--- src/rtl/wb_port_arbiter.sv ---
// Round-robin bridge from NPORTS 32-bit word requesters onto a 128-bit Wishbone classic master.
// Define WBARB_RETRY_EN to build rty_i retry handling; otherwise rty_i terminates like err_i.
module wb_port_arbiter #(
  parameter int NPORTS    = 2,
  parameter int MAX_RETRY = 3,
  parameter int TIMEOUT   = 255
) (
  input  logic                 clk,
  input  logic                 rst,
  input  logic [NPORTS-1:0]    req_valid,
  output logic [NPORTS-1:0]    req_ready,
  input  logic [NPORTS*30-1:0] req_addr,
  input  logic [NPORTS*32-1:0] req_wdata,
  input  logic [NPORTS-1:0]    req_we,
  output logic [NPORTS-1:0]    rsp_valid,
  output logic                 rsp_err,
  output logic [31:0]          rsp_data,
  output logic [31:0]          wb_adr_o,
  output logic [127:0]         wb_dat_o,
  input  logic [127:0]         wb_dat_i,
  output logic                 wb_we_o,
  output logic [15:0]          wb_sel_o,
  output logic                 wb_stb_o,
  output logic                 wb_cyc_o,
  input  logic                 wb_ack_i,
  input  logic                 wb_err_i,
  input  logic                 wb_rty_i
);
  localparam int GW = (NPORTS > 1) ? $clog2(NPORTS) : 1;

  typedef enum logic [1:0] {IDLE, BUS, RETRY, RESP} state_t;
  state_t state;

  logic [NPORTS-1:0][29:0] addr_a;
  logic [NPORTS-1:0][31:0] wdata_a;
  logic [3:0][31:0]        rd_lane;
  logic [GW-1:0]           last_grant, grant, gnt_q, idx;
  logic                    found;
  logic [1:0]              lane;
  logic [7:0]              tmo_cnt;
  logic                    tmo_hit, rty_go, fail;

  assign addr_a  = req_addr;
  assign wdata_a = req_wdata;
  assign rd_lane = wb_dat_i;
  assign tmo_hit = (tmo_cnt == 8'(TIMEOUT - 1));

`ifdef WBARB_RETRY_EN
  localparam int RW = (MAX_RETRY > 0) ? $clog2(MAX_RETRY + 1) : 1;
  logic [RW-1:0] rty_cnt;
  assign rty_go = wb_rty_i && !wb_err_i && (rty_cnt != RW'(MAX_RETRY));
`else
  assign rty_go = 1'b0;
`endif

  // err beats rty beats ack; the watchdog only fires on a cycle with no termination at all
  assign fail = wb_err_i | (wb_rty_i & ~rty_go) | (~wb_rty_i & ~wb_ack_i & tmo_hit);

  always_comb begin
    grant = last_grant;
    found = 1'b0;
    idx   = '0;
    for (int k = 1; k <= NPORTS; k++) begin
      idx = GW'((int'(last_grant) + k) % NPORTS);
      if (!found && req_valid[idx]) begin
        grant = idx;
        found = 1'b1;
      end
    end
    req_ready = '0;
    if (state == IDLE && found) req_ready[grant] = 1'b1;
  end

  always_ff @(posedge clk or negedge rst) begin
    if (!rst) begin
      state      <= IDLE;
      last_grant <= GW'(NPORTS - 1);
      gnt_q      <= '0;
      lane       <= '0;
      tmo_cnt    <= '0;
      rsp_valid  <= '0;
      rsp_err    <= 1'b0;
      rsp_data   <= '0;
      wb_adr_o   <= '0;
      wb_dat_o   <= '0;
      wb_we_o    <= 1'b0;
      wb_sel_o   <= '0;
      wb_stb_o   <= 1'b0;
      wb_cyc_o   <= 1'b0;
`ifdef WBARB_RETRY_EN
      rty_cnt    <= '0;
`endif
    end else begin
      case (state)
        IDLE: if (found) begin
          gnt_q    <= grant;
          lane     <= addr_a[grant][1:0];
          wb_adr_o <= {addr_a[grant][29:2], 4'h0};
          wb_sel_o <= 16'hF << {addr_a[grant][1:0], 2'b00};
          wb_dat_o <= {4{wdata_a[grant]}};
          wb_we_o  <= req_we[grant];
          wb_cyc_o <= 1'b1;
          wb_stb_o <= 1'b1;
          tmo_cnt  <= '0;
`ifdef WBARB_RETRY_EN
          rty_cnt  <= '0;
`endif
          state    <= BUS;
        end
        BUS: begin
          if (rty_go) begin
`ifdef WBARB_RETRY_EN
            rty_cnt <= rty_cnt + RW'(1);
`endif
            wb_cyc_o <= 1'b0;
            wb_stb_o <= 1'b0;
            state    <= RETRY;
          end else if (fail || wb_ack_i) begin
            wb_cyc_o         <= 1'b0;
            wb_stb_o         <= 1'b0;
            rsp_valid[gnt_q] <= 1'b1;
            rsp_err          <= fail;
            rsp_data         <= (fail || wb_we_o) ? 32'h0 : rd_lane[lane];
            state            <= RESP;
          end else begin
            tmo_cnt <= tmo_cnt + 8'd1;
          end
        end
`ifdef WBARB_RETRY_EN
        RETRY: begin
          tmo_cnt  <= '0;
          wb_cyc_o <= 1'b1;
          wb_stb_o <= 1'b1;
          state    <= BUS;
        end
`endif
        RESP: begin
          rsp_valid  <= '0;
          rsp_err    <= 1'b0;
          rsp_data   <= '0;
          last_grant <= gnt_q;
          state      <= IDLE;
        end
        default: state <= IDLE;
      endcase
    end
  end
endmodule

--- config.mk ---
export PLATFORM = sky130hd
export DESIGN_NAME = wb_port_arbiter
export DESIGN_NICKNAME = d
export VERILOG_FILES = /design/src/rtl/wb_port_arbiter.sv
export SDC_FILE = /design/constraint.sdc
export NUM_CORES = 1
export LEC_CHECK = 0
export ABC_AREA = 1
export BUFFER_PORTS_ARGS = -buffer_cell sky130_fd_sc_hd__buf_4
export CORE_AREA = 2 2 188 190
export DETAILED_ROUTE_END_ITERATION = 7
export DIE_AREA = 0 0 190 192
export HOLD_SLACK_MARGIN = 0.02
export MAX_ROUTING_LAYER = met4
export PLACE_DENSITY_LB_ADDON = 0.05
export SLEW_MARGIN = 40
export SYNTH_ARGS = -nofsm -noshare
export SYNTH_HDL_FRONTEND = slang
export SYNTH_SLANG_ARGS = --single-unit
--- constraint.sdc ---
create_clock -name clk -period 4 [get_ports clk]
set_input_delay 0.2 -clock clk [delete_from_list [all_inputs] [get_ports clk]]
set_output_delay 0.2 -clock clk [all_outputs]
set_load 0.05 [all_outputs]
==> summary.txt <==
CP Launch Type: register
Max-Slew Margin vs Limit: 0.463
wire length of the first global-routing pass: 46.6 mm
sequential-to-total area share from yosys stat: 0.412
#FFs+latches synth: 115
most instantiated cells after synthesis: sky130_fd_sc_hd__nand2_1, sky130_fd_sc_hd__nor2_1, sky130_fd_sc_hd__buf_4
count of cells along the worst hold path: 3
Detailed Route WL: 31.9 mm
maximum achievable frequency: 352 MHz
endpoint with the worst hold slack: wb_adr_o[13]
CTS Buf Count: 17
via count of the first global-routing pass: 7810
post-route setup slack: 1.16 ns
CP cell instances: nor3_4, inv_2, buf_4, nor2_4, buf_4, nand2_1, nand3_1, dlygate4sd3_1
buffers inserted by post-CTS timing repair: 0
TritonCTS Sinks: 115
reg2reg setup slack: 1.16 ns
worst r2r src: state[1]
clk root buf: sky130_fd_sc_hd__clkbuf_16
highest net fanout along the worst path: 39
Final nets: 1692
Layout Skew: 0.0149 ns
initial detailed-routing violation count: 304
EDFF count, synth: 0
required time of the critical path: 4.35 ns
clock slew at the register clock pins of the worst setup and hold paths: 0.06 ns
initial core utilization: 0.204
LEAKAGE: 6.20 nW
power density relative to cell area: 953 nW/um^2
Crit Reg-Reg Endpoint: wb_dat_o[123]
Synth top area share: 0.408
number of nets with antenna violations after detailed routing: 0
port bufs: 472
area grow syn2layout: 70.7%
crit-path most repeated cell: sky130_fd_sc_hd__buf_4
width of the chip: 190 um
Avg Cell Area, Syn: 7.22 sq um
outcome: completed
layout cells sized above 1: 0.379
I/O pins: 477
worst hold-check path type: input pin to register
Crit Path Category: register to register
final std cell area, no fill: 11900 sq um
clock tree from TritonCTS: yes
cell type contributing the most total cell area after synthesis: sky130_fd_sc_hd__dfrtp_1
number of vias per cell after detailed routing: 4.10
aggregate negative setup slack: 0 ns
hold violation total from the final report: 0
placement-stage worst setup slack: 1.57 ns
post-detailed-placement half-perimeter wirelength: 23.6 mm
Core Area: 34300 sq um
via total after detailed routing: 7785
drt wl/cell: 16.8 um
primary flip-flop cell chosen by synthesis mapping: sky130_fd_sc_hd__dfrtp_1
final antenna diode count: 0
area of the die: 36500 sq um
antenna violations before repair: 0
arrival time of data at the critical path endpoint: 3.19 ns
Std-Cell Rows: 68
number of instances in the synthesized netlist: 968
maximum number of buffers from clock root to sink: 2
cell with the most instances after synthesis: sky130_fd_sc_hd__nand2_1
overall die height: 192 um
post-layout power: 11.4 mW
Overflow after GRT: 0
Initial DRT Pass Iterations: 4
Finish-stage setup viols: 0
Mapped Area: 6990 sq um
GRT Util Overall: 0.174
count of H-tree levels built during CTS: 4
Max stage delay cell, worst path: sky130_fd_sc_hd__dlygate4sd3_1
number of DRC violations after detailed routing: 0
Worst Tran Pin Value: 0.803 ns
count of maximum capacitance violations: 0
number of distinct standard cells referenced by the synthesized netlist: 30
delay contributed by the slowest stage of the critical path: 0.54 ns
FFs w/ async S/R, synth: 1.00
count of filler cells inserted in the layout: 3733
crit share post-route: 0.710
min cycle time layout: 2.84 ns
Synth area leaders: sky130_fd_sc_hd__dfrtp_1, sky130_fd_sc_hd__nand2_1, sky130_fd_sc_hd__buf_4
routability congestion estimate: 0.770
number of slew-limit violations in the final report: 0
RSZ-0062 raised after global routing: false
critical hold path startpoint: req_addr[41]
endpoint class of the critical path: register
clock latency on the worst-skew pair: 0.42 ns
Register-to-Register Path Depth: 8
maximum number of pins on one net before global-route repair: 66
dpl cell area: 10100 sq um
total of warnings raised by yosys: 0
Max rail drop VDD: 0.670 mV
per-layer routing:
metal | track usage | vias up | share of wire
li1 | - | 3881 | -
met2 | 0.312 | 299 | 0.52
met1 | 0.193 | 3582 | 0.40
met5 | - | - | 0
met3 | 0.0420 | 23 | 0.066
met4 | 0.0423 | 0 | 0.015
how the worst max path moves through the flow:
stage	start	end	slack [ns]	depth (start not counted)
CTS	state[1]	wb_dat_o[123]	1.08	8
detailed placement	wb_err_i	rsp_data[19]	1.57	7
finish	state[1]	wb_dat_o[123]	1.16	8
global placement	wb_err_i	rsp_data[19]	1.61	7
global route	state[0]	wb_dat_o[123]	0.89	8
floorplan	last_grant	wb_dat_o[109]	2.49	7
logic make-up after synthesis:
group	count (synthesis)	share of synthesized area
AOI/OAI and AO/OA	94	0.0682
adders and majority gates	2	0.00358
and+or+nand+nor	565	0.338
buffers and inverters	188	0.174
xor gates and xnor gates	3	0.00376
other	1	0.000536
DFF	115	0.412
what timing repair did:
| item | in CTS | in global routing |
|---|---|---|
| hold buffers | 120 | 0 |
| resized for setup | 0 | 0 |
| endpoints found under the hold margin | 116 | 0 |
flip-flops by register name (all words and copies together), names as in the netlist:
| signal | count |
|---|---|
| gnt_q | 1 |
| lane | 2 |
| last_grant | 1 |
| rsp_data | 32 |
| rsp_err | 1 |
| rsp_valid | 2 |
| state | 2 |
| tmo_cnt | 8 |
| wb_adr_o | 28 |
| wb_cyc_o | 1 |
| wb_dat_o | 32 |
| wb_sel_o | 4 |
| wb_we_o | 1 |
report_power, final:
group / total, mW / internal, mW / switching, mW
combinational: 7.60 / 2.39 / 5.21
sequential: 2.09 / 1.62 / 0.470
clock: 1.68 / 1.07 / 0.615
metrics by stage:
step / utilization / hold slack (ns) / cells
6_report: 0.348 / 0.0312 / 1897
3_5_place_dp: 0.294 / 0.238 / 1745
3_3_place_gp: 0.294 / 0.241 / 1745
4_1_cts: 0.348 / 0.0268 / 1897
5_1_grt: 0.348 / 0.0220 / 1897
2_1_floorplan: - / -0.0956 / 971
final cells by class:
type                       count  area (sq um)  area share
inverter                      23          90.1     0.00755
clock inverter                14           200      0.0168
multi-input combinational    668          2910       0.243
clock buffer                  18           439      0.0368
tap                          455           569      0.0477
sequential                   115          2880       0.241
timing repair buffer         604          4850       0.406
worst max-delay path: cells and delay by family (launching register included):
family                 cells  cell delay (ns)
buffers and inverters      4             1.37
and+or+nand+nor            4             0.95
DFF                        1             0.43
cell usage in the layout (no fill, tap or decap), types with 2 or more instances in the layout:
| master | count |
|---|---|
| sky130_fd_sc_hd__nand3_1 | 62 |
| sky130_fd_sc_hd__dlygate4sd3_1 | 120 |
| sky130_fd_sc_hd__clkinv_4 | 2 |
| sky130_fd_sc_hd__bufinv_16 | 4 |
| sky130_fd_sc_hd__xnor2_1 | 3 |
| sky130_fd_sc_hd__ha_1 | 2 |
| sky130_fd_sc_hd__clkbuf_16 | 17 |
| sky130_fd_sc_hd__inv_6 | 4 |
| sky130_fd_sc_hd__nor3_1 | 2 |
| sky130_fd_sc_hd__clkinvlp_4 | 3 |
| sky130_fd_sc_hd__nand2_2 | 14 |
| sky130_fd_sc_hd__nor2_4 | 4 |
| sky130_fd_sc_hd__inv_1 | 17 |
| sky130_fd_sc_hd__dfrtp_1 | 113 |
| sky130_fd_sc_hd__conb_1 | 4 |
| sky130_fd_sc_hd__inv_2 | 4 |
| sky130_fd_sc_hd__nand2_1 | 326 |
| sky130_fd_sc_hd__nor2_1 | 128 |
| sky130_fd_sc_hd__o22ai_1 | 2 |
| sky130_fd_sc_hd__buf_4 | 482 |
| sky130_fd_sc_hd__a21oi_1 | 4 |
| sky130_fd_sc_hd__nand4_1 | 24 |
| sky130_fd_sc_hd__o21ai_0 | 87 |
| sky130_fd_sc_hd__clkinv_2 | 2 |
No activity file was read; power rests on OpenSTA's default activity.
